`src/rtl/peripheral_dbg_pu_msp430_dbg_arbiter.sv`:
```
// Arbitrates the MSP430 debug register port between UART (A) and I2C (B) front-ends; accesses forwarded one cycle after the strobe.
// No backpressure: non-owner requests are dropped and counted. Ownership is held across bursts, pending reads and an idle window.
module peripheral_dbg_pu_msp430_dbg_arbiter #(
    parameter int unsigned HOLD_CYCLES = 255
) (
    input  logic        i_dbg_clk,
    input  logic        i_dbg_rst,
    input  logic        i_a_en,
    input  logic [5:0]  i_a_addr,
    input  logic [15:0] i_a_din,
    input  logic        i_a_wr,
    input  logic        i_a_rd,
    output logic        o_a_rd_rdy,
    output logic        o_a_gnt,
    input  logic        i_b_en,
    input  logic [5:0]  i_b_addr,
    input  logic [15:0] i_b_din,
    input  logic        i_b_wr,
    input  logic        i_b_rd,
    output logic        o_b_rd_rdy,
    output logic        o_b_gnt,
    output logic [5:0]  o_dbg_addr,
    output logic [15:0] o_dbg_din,
    output logic        o_dbg_wr,
    output logic        o_dbg_rd,
    input  logic        i_dbg_rd_rdy,
    input  logic        i_mem_burst,
    output logic [1:0]  o_owner,
    output logic [7:0]  o_drop_cnt
);

    typedef enum logic [1:0] {
        IDLE  = 2'b00,
        OWN_A = 2'b01,
        OWN_B = 2'b10
    } state_t;

    localparam logic [7:0] HOLD_LOAD = HOLD_CYCLES[7:0];

    state_t      r_state;
    logic        r_last_b;
    logic [7:0]  r_hold;
    logic        r_rd_pend;
    logic [5:0]  r_dbg_addr;
    logic [15:0] r_dbg_din;
    logic        r_dbg_wr;
    logic        r_dbg_rd;
    logic [7:0]  r_drop_cnt;

    logic        w_req_a;
    logic        w_req_b;
    logic        w_active;
    logic        w_sel_b;
    logic        w_sel_en;
    logic        w_sel_wr;
    logic        w_sel_rd;
    logic [5:0]  w_sel_addr;
    logic [15:0] w_sel_din;
    logic        w_fwd;
    logic        w_other;
    logic        w_drop;
    logic        w_own_dis;
    logic        w_run;
    logic        w_release;
    logic        w_issue_rd;

    always_comb begin
        w_req_a  = i_a_en & (i_a_wr | i_a_rd);
        w_req_b  = i_b_en & (i_b_wr | i_b_rd);
        w_active = (r_state == OWN_A) | (r_state == OWN_B);

        // In IDLE under contention, the port that did not own last time wins.
        w_sel_b = 1'b0;
        case (r_state)
            OWN_A:   w_sel_b = 1'b0;
            OWN_B:   w_sel_b = 1'b1;
            default: w_sel_b = w_req_b & (~w_req_a | ~r_last_b);
        endcase

        w_sel_en   = w_sel_b ? i_b_en   : i_a_en;
        w_sel_wr   = w_sel_b ? i_b_wr   : i_a_wr;
        w_sel_rd   = w_sel_b ? i_b_rd   : i_a_rd;
        w_sel_addr = w_sel_b ? i_b_addr : i_a_addr;
        w_sel_din  = w_sel_b ? i_b_din  : i_a_din;

        w_fwd      = w_sel_b ? w_req_b : w_req_a;
        w_other    = w_sel_b ? w_req_a : w_req_b;
        w_drop     = w_other | (w_fwd & w_sel_wr & w_sel_rd);
        w_issue_rd = w_fwd & w_sel_rd & ~w_sel_wr;

        w_own_dis  = w_active & ~w_sel_en;
        w_run      = (r_hold != 8'd0) & ~i_mem_burst & ~r_rd_pend;
        w_release  = w_active & (~w_sel_en |
                     (~w_fwd & (r_hold == 8'd0) & ~i_mem_burst & ~r_rd_pend));
    end

    always_ff @(posedge i_dbg_clk or posedge i_dbg_rst) begin
        if (i_dbg_rst) begin
            r_state    <= IDLE;
            r_last_b   <= 1'b1;
            r_hold     <= 8'd0;
            r_rd_pend  <= 1'b0;
            r_dbg_addr <= 6'h00;
            r_dbg_din  <= 16'h0000;
            r_dbg_wr   <= 1'b0;
            r_dbg_rd   <= 1'b0;
            r_drop_cnt <= 8'd0;
        end else begin
            r_dbg_wr <= w_fwd & w_sel_wr;
            r_dbg_rd <= w_issue_rd;
            if (w_fwd) begin
                r_dbg_addr <= w_sel_addr;
            end
            if (w_fwd & w_sel_wr) begin
                r_dbg_din <= w_sel_din;
            end

            if (w_drop && (r_drop_cnt != 8'hFF)) begin
                r_drop_cnt <= r_drop_cnt + 8'd1;
            end

            // Disabling the owner abandons its read so a late return goes nowhere.
            if (w_own_dis) begin
                r_rd_pend <= 1'b0;
            end else if (w_issue_rd) begin
                r_rd_pend <= 1'b1;
            end else if (i_dbg_rd_rdy) begin
                r_rd_pend <= 1'b0;
            end

            if (w_fwd) begin
                r_hold <= HOLD_LOAD;
            end else if (w_own_dis) begin
                r_hold <= 8'd0;
            end else if (w_run) begin
                r_hold <= r_hold - 8'd1;
            end

            case (r_state)
                IDLE: begin
                    if (w_fwd) begin
                        r_state <= w_sel_b ? OWN_B : OWN_A;
                    end
                end
                OWN_A, OWN_B: begin
                    if (w_release) begin
                        r_state  <= IDLE;
                        r_last_b <= (r_state == OWN_B);
                    end
                end
                default: r_state <= IDLE;
            endcase
        end
    end

    assign o_owner    = r_state;
    assign o_a_gnt    = (r_state == OWN_A);
    assign o_b_gnt    = (r_state == OWN_B);
    assign o_a_rd_rdy = i_dbg_rd_rdy & r_rd_pend & (r_state == OWN_A);
    assign o_b_rd_rdy = i_dbg_rd_rdy & r_rd_pend & (r_state == OWN_B);
    assign o_dbg_addr = r_dbg_addr;
    assign o_dbg_din  = r_dbg_din;
    assign o_dbg_wr   = r_dbg_wr;
    assign o_dbg_rd   = r_dbg_rd;
    assign o_drop_cnt = r_drop_cnt;

endmodule

```
`config.mk`:
```
export PLATFORM = sky130hd
export DESIGN_NAME = peripheral_dbg_pu_msp430_dbg_arbiter
export DESIGN_NICKNAME = d
export VERILOG_FILES = /design/src/rtl/peripheral_dbg_pu_msp430_dbg_arbiter.sv
export SDC_FILE = /design/constraint.sdc
export NUM_CORES = 1
export LEC_CHECK = 0
export ABC_AREA = 1
export BUFFER_PORTS_ARGS = -buffer_cell sky130_fd_sc_hd__buf_2
export CAP_MARGIN = 20
export CORE_MARGIN = 8
export CORE_UTILIZATION = 46
export CTS_BUF_LIST = sky130_fd_sc_hd__clkbuf_2 sky130_fd_sc_hd__clkbuf_4 sky130_fd_sc_hd__clkbuf_8
export CTS_CLUSTER_SIZE = 20
export DETAILED_ROUTE_END_ITERATION = 7
export GPL_ROUTABILITY_DRIVEN = 0
export GPL_TIMING_DRIVEN = 0
export PLACE_DENSITY_LB_ADDON = 0.25
export SETUP_SLACK_MARGIN = 0.5
export SYNTH_ARGS = -nofsm -noshare
export SYNTH_HDL_FRONTEND = slang
export SYNTH_SLANG_ARGS = --single-unit
```
`constraint.sdc`:
```
create_clock -name i_dbg_clk -period 1.7 [get_ports i_dbg_clk]
set_clock_uncertainty 0.05 [all_clocks]
set_input_delay 0.255 -clock i_dbg_clk [delete_from_list [all_inputs] [get_ports i_dbg_clk]]
set_output_delay 0.255 -clock i_dbg_clk [all_outputs]
set_load 0.01 [all_outputs]
```
==> impl_metrics.yaml, run 1 <==
sta:
  maxSlewViolCount: 0
  min_period_ns: 2.00
  timing.fmax_mhz: 499
  final_hold_viol_count: 0
  timing_worst_slew_pin_value_ns: 0.935
  setup_viol: 46
  rsz_0062_raised_after_global_routing: "yes"
  timing.final.ws_setup_ns: -0.303
  timing.slew.headroom_pct: 37.6
  setup_tns_ns: -10.97
  final_cycle_share_pct: 118
logic_synthesis:
  muxShareOfSynthArea_pct: 0
  dominant_combinational_cell_family_by_area_after_synthesis: "simple AND/OR/NAND/NOR gates"
  yosys_top_cell_by_area: "sky130_fd_sc_hd__dfrtp_1"
  seq_area_frac_synth_pct: 44.4
  ys_top_cells_by_area: "sky130_fd_sc_hd__dfrtp_1, sky130_fd_sc_hd__nand2_1, sky130_fd_sc_hd__nor2_1"
  count_of_flip_flops_with_a_built_in_enable_after_synthesis: 0
  postSynth.topFlopCell: "sky130_fd_sc_hd__dfrtp_1"
  synthesis.yosys.warnings: 0
  synth_compound_area_share_pct: 10.9
  syn_area_sq_um: 2480
  synth_cell_type_count: 32
  share_of_the_synthesized_netlist_area_taken_by_xor_and_xnor_gates_pct: 4.59
  synth_top_area_share_pct: 43.3
  synth_fa_ha_area_share_pct: 3.02
  synthCells: 306
  synth_async_sr_flop_share_pct: 100
  synthesis.area_per_instance_sq_um: 8.11
  synth_nets: 366
  post_synth_and_or_nand_nor_area_fraction_pct: 30.4
  postSynthRegisterBits: 44
die:
  dieHeight_microns: 89.5
  starting_density_of_the_core_pct: 48.0
  rows: 26
  die_area_sq_um: 8000
  ioPinCount: 92
  die_w_microns: 89.5
  core_region_area_sq_um: 5170
cts:
  clock-root-buffer: "sky130_fd_sc_hd__clkbuf_8"
  clock_transition_at_the_registers_of_the_reported_paths_ns: 0.09
  tritoncts.num_buffers: 5
  clock_tree.htree_level_count: 2
  cts.sinks: 44
  max-clock-path-buffers: 2
  cts_tree: "yes"
  clock_insertion_delay_worst_skew_ns: 0.29
placed_design:
  postPlaceCellArea_sq_um: 3120
  dp.final_hpwl_mm: 4.86
  preCtsSetupSlack_ns: -0.359
  port_buffer_count: 91
grt:
  globalRouteTotalUtil_pct: 18.1
  via_count_of_the_first_global_routing_pass: 2482
  grt_first_pass_wirelength_mm: 11.3
  grt_antenna_before_repair: 0
  grt_start_max_net_pins: 45
  gr-total-overflow: 0
cells_and_area:
  area_growth_syn_to_layout_pct: 51.2
  layout.cells.most_common: "sky130_fd_sc_hd__buf_2"
  drive_above_1_share_pct: 48.0
  number_of_filler_instances_in_the_final_layout: 374
  layout.cells.most_common_list: "sky130_fd_sc_hd__buf_2, sky130_fd_sc_hd__nand2_1, sky130_fd_sc_hd__nor2_1"
  n_antenna_cell: 0
  final_design_area_no_fill_sq_um: 3750
  finalNetCount: 492
route:
  drt.antenna.violating_nets: 0
  remaining_drc_errors: 0
  routed_wire_length_per_instance_microns: 15.5
  totalWireLength_mm: 7.80
  via_cell_ratio: 5.17
  via_count: 2601
  first_pass_iters: 4
  detailedRoute.firstIterationViolations: 148
worst_setup_path:
  timing.critical_path.to_type: "flip-flop"
  worstPathRequired_ns: 1.84
  cp_data_arrival_time_ns: 2.14
  critical_path_class: "reg -> reg"
  crit_path_max_fo: 5
  startpoint_class: "flip-flop"
run_status:
  violations_in_the_final_reports: "negative setup slack"
  outcome: "finished with violations"
flow_run:
  timing.max_cap.violations: 0
pwr:
  power_density_nw_per_um2: 1660
  leakage_nw: 1.83
  vdd.ir_drop.worst_v: 0.000948
hold_path:
  worst_hold_path_type: "in -> async"
[path summary, 6_finish.rpt]
| check | to | cells past startpoint | start | slack (ns) |
|---|---|---|---|---|
| min in group i_dbg_clk | o_dbg_addr[0] | 3 | i_b_addr[0] | 0.15 |
| hold / removal | o_drop_cnt[0] | 2 | i_dbg_rst | 0.09 |
| setup reg to reg | o_drop_cnt[4] | 12 | o_owner[0] | -0.30 |
| hold reg to reg | o_dbg_din[7] | 1 | o_dbg_din[7] | 0.44 |
| max in group asynchronous | o_drop_cnt[5] | 2 | i_dbg_rst | 0.96 |
| setup / recovery | o_drop_cnt[4] | 12 | o_owner[0] | -0.30 |
[cells by family after synthesis]
family | after synthesis
AOI/OAI and AO/OA | 44
xor gates and xnor gates | 13
adders and majority gates | 6
buffers and inverters | 34
DFF | 44
and+or+nand+nor | 165
[where the power goes]
group	internal [mW]	switching, mW
Sequential	1.51	0.337
Clock	0.326	0.358
Combinational	1.74	1.96
[synthesized netlist by cell type, types with 4 or more instances]
cell / instances
sky130_fd_sc_hd__nand2_1: 61
sky130_fd_sc_hd__o21ai_1: 14
sky130_fd_sc_hd__inv_1: 19
sky130_fd_sc_hd__buf_2: 6
sky130_fd_sc_hd__a31oi_1: 6
sky130_fd_sc_hd__nand2_2: 4
sky130_fd_sc_hd__xor2_1: 10
sky130_fd_sc_hd__o21ai_0: 5
sky130_fd_sc_hd__nand3_1: 35
sky130_fd_sc_hd__nor2_1: 48
sky130_fd_sc_hd__ha_1: 6
sky130_fd_sc_hd__dfrtp_1: 43
sky130_fd_sc_hd__o21a_1: 16
[final cells by class]
class / count / area [sq um] / area share, %
flip-flops and latches: 44 / 1110 / 29.5
repair buffers: 119 / 772 / 20.6
clock buffers: 7 / 83.8 / 2.23
clock inverters: 1 / 8.76 / 0.233
well taps: 70 / 87.6 / 2.33
plain buffers: 11 / 121 / 3.23
multi-input cells: 228 / 1480 / 39.5
inverters: 23 / 92.6 / 2.47
[stage by stage]
step	hold slack [ns]	total power, mW	cells	utilization, %
finish	0.0933	6.23	503	72.6
CTS	0.130	5.84	495	68.9
global route	0.155	6.66	503	72.6
global placement	0.415	4.49	467	60.3
detailed placement	0.424	4.54	467	60.3
floorplan	0.209	3.70	306	-
[per-layer routing]
layer	global-route usage [%]	up-vias	routed length, microns	part of all wire [%]
met5	0	-	0	0
met4	5.29	0	227	2.9
met3	4.14	23	519	6.7
met1	22.0	1226	3060	39
li1	-	1248	-	-
met2	31.0	104	3990	51
[sequential cells by signal (all words and copies together), names as in the netlist]
name / count
o_dbg_addr: 6
o_dbg_din: 16
o_dbg_rd: 1
o_dbg_wr: 1
o_drop_cnt: 8
o_owner: 2
r_hold: 8
r_last_b: 1
r_rd_pend: 1
[what timing repair did]
item,in CTS,in global routing
gates resized for setup,39,28
hold buffers,0,0
setup buffers,17,8
hold endpoints to repair,0,0
setup endpoints to repair,52,57
pin swaps,8,15
cloned,3,0
[critical path, cell delays in order (launching register included)]
cell	delay, ns
sky130_fd_sc_hd__dfrtp_1	0.41
sky130_fd_sc_hd__inv_2	0.10
sky130_fd_sc_hd__ha_4	0.22
sky130_fd_sc_hd__nor3_4	0.16
sky130_fd_sc_hd__nand2_2	0.10
sky130_fd_sc_hd__buf_6	0.13
sky130_fd_sc_hd__nand3b_1	0.19
sky130_fd_sc_hd__nand2_8	0.10
sky130_fd_sc_hd__nand3_4	0.11
sky130_fd_sc_hd__nand2_8	0.08
sky130_fd_sc_hd__buf_12	0.14
sky130_fd_sc_hd__nand3_2	0.05
sky130_fd_sc_hd__nand2_1	0.06
Power figures use the tool's default switching activity.
==> run 2, diff against run 1 <==
--- a/config.mk
+++ b/config.mk
@@ -9,7 +9,7 @@
 export BUFFER_PORTS_ARGS = -buffer_cell sky130_fd_sc_hd__buf_2
 export CAP_MARGIN = 20
 export CORE_MARGIN = 8
-export CORE_UTILIZATION = 46
+export CORE_UTILIZATION = 51
 export CTS_BUF_LIST = sky130_fd_sc_hd__clkbuf_2 sky130_fd_sc_hd__clkbuf_4 sky130_fd_sc_hd__clkbuf_8
 export CTS_CLUSTER_SIZE = 20
 export DETAILED_ROUTE_END_ITERATION = 7
==> constraint.sdc (replaced) <==
create_clock -name i_dbg_clk -period 2.3 [get_ports i_dbg_clk]
set_clock_uncertainty 0.05 [all_clocks]
set_input_delay 0.345 -clock i_dbg_clk [delete_from_list [all_inputs] [get_ports i_dbg_clk]]
set_output_delay 0.345 -clock i_dbg_clk [all_outputs]
set_load 0.01 [all_outputs]
==> run 2 against run 1 <==
The flow now finishes without violations. First-iteration DRC count rose by 7.4%. Critical path depth rose by 1. Routed wire length rose by 1.4%. Clock-buffer cell count is the same. Non-clock buffer count decreased by 5. Design area decreased by 1.2%. Via count up 0.69%. Utilization increased by 5.9 points. Clock power shrank 24%. Worst hold slack got worse by 0.085 ns. Critical path type unchanged.
==> impl_metrics.yaml, run 2 (synthesis gave the netlist of run 1 again) <==
worst_setup_path:
  worst-r2r-setup-slack_ns: 0.31
  crit-reg2reg-capture: "o_drop_cnt[4]"
  critical-path-top-cell-by-count: "sky130_fd_sc_hd__nand2_1"
  crit_end: "o_drop_cnt[4]"
  crit-reg2reg-launch: "o_owner[0]"
  startpoint_class: "flip-flop"
  cp_data_arrival_time_ns: 2.12
  crit_slowest_cell: "sky130_fd_sc_hd__dfrtp_1"
  worst-path-stages: 13
  timing.critical_path.to_type: "flip-flop"
  worstPathRequired_ns: 2.43
  crit_path_max_incr_delay_ns: 0.38
  critical_path_class: "reg -> reg"
  timing.critical_path.max_delay_family: "simple AND/OR/NAND/NOR gates"
  cp_cell_instances: "inv_2 -> ha_4 -> buf_4 -> nand2_8 -> nand2_2 -> buf_6 -> nand2_1 -> nand2_1 -> nand3_4 -> nand2_4 -> nand2_4 -> nand2_1 -> nand2_1"
  critical_path_buf_inv_count: 3
  worstRegToRegCells: 13
  startpoint: "o_owner[0]"
  crit_path_max_fo: 8
die:
  core_region_area_sq_um: 4720
  rows: 25
  ioPinCount: 92
  dieHeight_microns: 85.8
  die_area_sq_um: 7360
  die_w_microns: 85.8
  starting_density_of_the_core_pct: 52.6
cells_and_area:
  final_design_area_no_fill_sq_um: 3710
  drive_above_1_share_pct: 48.4
  largest_register_ff_count: 16
  number_of_filler_instances_in_the_final_layout: 296
  n_antenna_cell: 0
  layout.cells.most_common_list: "sky130_fd_sc_hd__buf_2, sky130_fd_sc_hd__nand2_1, sky130_fd_sc_hd__dfrtp_1"
  area_growth_syn_to_layout_pct: 49.4
  finalNetCount: 487
  layout.cells.most_common: "sky130_fd_sc_hd__buf_2"
grt:
  globalRouteTotalUtil_pct: 19.7
  grt_first_pass_wirelength_mm: 11.8
  via_count_of_the_first_global_routing_pass: 2606
  grt_start_max_net_pins: 26
  grt_antenna_before_repair: 0
  gr-total-overflow: 0
cts:
  clock-root-buffer: "sky130_fd_sc_hd__clkbuf_8"
  cts_tree: "yes"
  tritoncts.num_buffers: 5
  holdBufCountCts: 0
  clock_transition_at_the_registers_of_the_reported_paths_ns: 0.08
  max-clock-path-buffers: 2
  cts.sinks: 44
  clock_tree.htree_level_count: 2
  clock_insertion_delay_worst_skew_ns: 0.29
sta:
  timing_worst_slew_pin_value_ns: 0.486
  min_period_ns: 1.99
  setup_viol: 0
  maxSlewViolCount: 0
  final_cycle_share_pct: 86.4
  final_hold_viol_count: 0
  timing.slew.headroom_pct: 67.6
  setup_tns_ns: 0
  rsz_0062_raised_after_global_routing: "yes"
  timing.fmax_mhz: 503
route:
  detailedRoute.firstIterationViolations: 159
  remaining_drc_errors: 0
  first_pass_iters: 4
  totalWireLength_mm: 7.92
  drt.antenna.violating_nets: 0
  met2RoutedLength_mm: 4.04
  via_count: 2619
  via_cell_ratio: 5.29
  route.layer.met1.wl_mm: 3.05
  met3RoutedLength_microns: 517
  routed_wire_length_per_instance_microns: 16.0
  route.top_layer_used: "met4"
run_status:
  outcome: "completed"
hold_path:
  worst_hold_path_type: "in -> async"
placed_design:
  postPlaceCellArea_sq_um: 3110
  port_buffer_count: 91
  dp.final_hpwl_mm: 4.83
flow_run:
  timing.max_cap.violations: 0
pwr:
  power_density_nw_per_um2: 1240
  vdd.ir_drop.worst_v: 0.000856
  leakage_nw: 1.82
-- run 2: changes by cell type in the layout (fill, tap and decap cells not counted), moves of 2 or more --
| cell | previous run | this run |
|---|---|---|
| sky130_fd_sc_hd__dfrtp_2 | 3 | 0 |
| sky130_fd_sc_hd__buf_2 | 86 | 91 |
| sky130_fd_sc_hd__o21ai_2 | 8 | 5 |
| sky130_fd_sc_hd__nand2_2 | 12 | 10 |
| sky130_fd_sc_hd__nor2_2 | 2 | 9 |
| sky130_fd_sc_hd__nand2_4 | 2 | 6 |
| sky130_fd_sc_hd__clkbuf_4 | 3 | 1 |
| sky130_fd_sc_hd__dfrtp_1 | 40 | 43 |
| sky130_fd_sc_hd__buf_8 | 4 | 2 |
| sky130_fd_sc_hd__nor2_1 | 46 | 38 |
| sky130_fd_sc_hd__buf_4 | 22 | 19 |
| sky130_fd_sc_hd__o21ai_0 | 1 | 3 |
| sky130_fd_sc_hd__o21ai_4 | 0 | 2 |
| sky130_fd_sc_hd__buf_6 | 14 | 9 |
-- run 2: what timing repair did --
| item | 4_1_cts | 5_1_grt |
|---|---|---|
| gates resized for setup | 46 | 32 |
| gates cloned | 1 | 1 |
| pin swaps | 21 | 12 |
| setup endpoints to repair | 43 | 45 |
| setup buffers | 16 | 4 |
-- run 2: area by class of cell --
class | count | area [sq um] | share of cell area [%]
inverter | 23 | 98.8 | 2.67
buffer | 11 | 116 | 3.14
clock buffer | 7 | 90.1 | 2.43
multi-input combinational | 228 | 1510 | 40.7
sequential | 44 | 1100 | 29.7
tap | 67 | 83.8 | 2.26
clock inverter | 1 | 7.51 | 0.202
timing repair buffer | 114 | 701 | 18.9
-- run 2: how the worst min path moves through the flow --
stage | startpoint | end | slack, ns | depth (start not counted)
6_report | i_dbg_rst | o_drop_cnt[0] | 0.008 | 2
5_1_grt | i_dbg_rst | o_drop_cnt[0] | 0.04 | 2
4_1_cts | i_dbg_rst | o_drop_cnt[0] | 0.02 | 2
3_5_place_dp | i_dbg_rst | o_drop_cnt[0] | 0.33 | 2
3_3_place_gp | r_last_b | r_last_b | 0.42 | 2
2_1_floorplan | r_last_b | r_last_b | 0.40 | 2
-- run 2: worst reg2reg max path, delay by kind of cell, from the launching register on --
| kind | cells | cell delay [ns] |
|---|---|---|
| AND/OR/NAND/NOR | 9 | 0.79 |
| flip-flops | 1 | 0.38 |
| buffers and inverters | 3 | 0.37 |
| adder cells (fa/ha/maj) | 1 | 0.28 |
-- run 2: per-layer routing --
metal / GRT usage [%] / vias up
met3: 5.44 / 24
met2: 36.0 / 110
met1: 21.0 / 1240
met5: 0 / -
li1: - / 1245
met4: 7.17 / 0
-- run 2: report_power, final --
part | internal [mW] | leakage [nW] | switching (mW)
Combinational | 1.23 | 1.27 | 1.49
Sequential | 1.11 | 0.506 | 0.242
Clock | 0.256 | 0.0479 | 0.265
-- run 2: per-stage QoR --
step / hold WS [ns] / instances / worst slack [ns] / total power [mW] / util, %
final: 0.00816 / 495 / 0.312 / 4.60 / 78.5
after global routing: 0.0444 / 495 / 0.226 / 4.91 / 78.5
after CTS: 0.0157 / 490 / 0.357 / 4.32 / 75.3
after detailed placement: 0.329 / 465 / 0.287 / 3.33 / 65.9
after global placement: 0.418 / 464 / 0.264 / 3.27 / 65.5
after floorplan: 0.400 / 306 / 0.423 / 2.72 / -
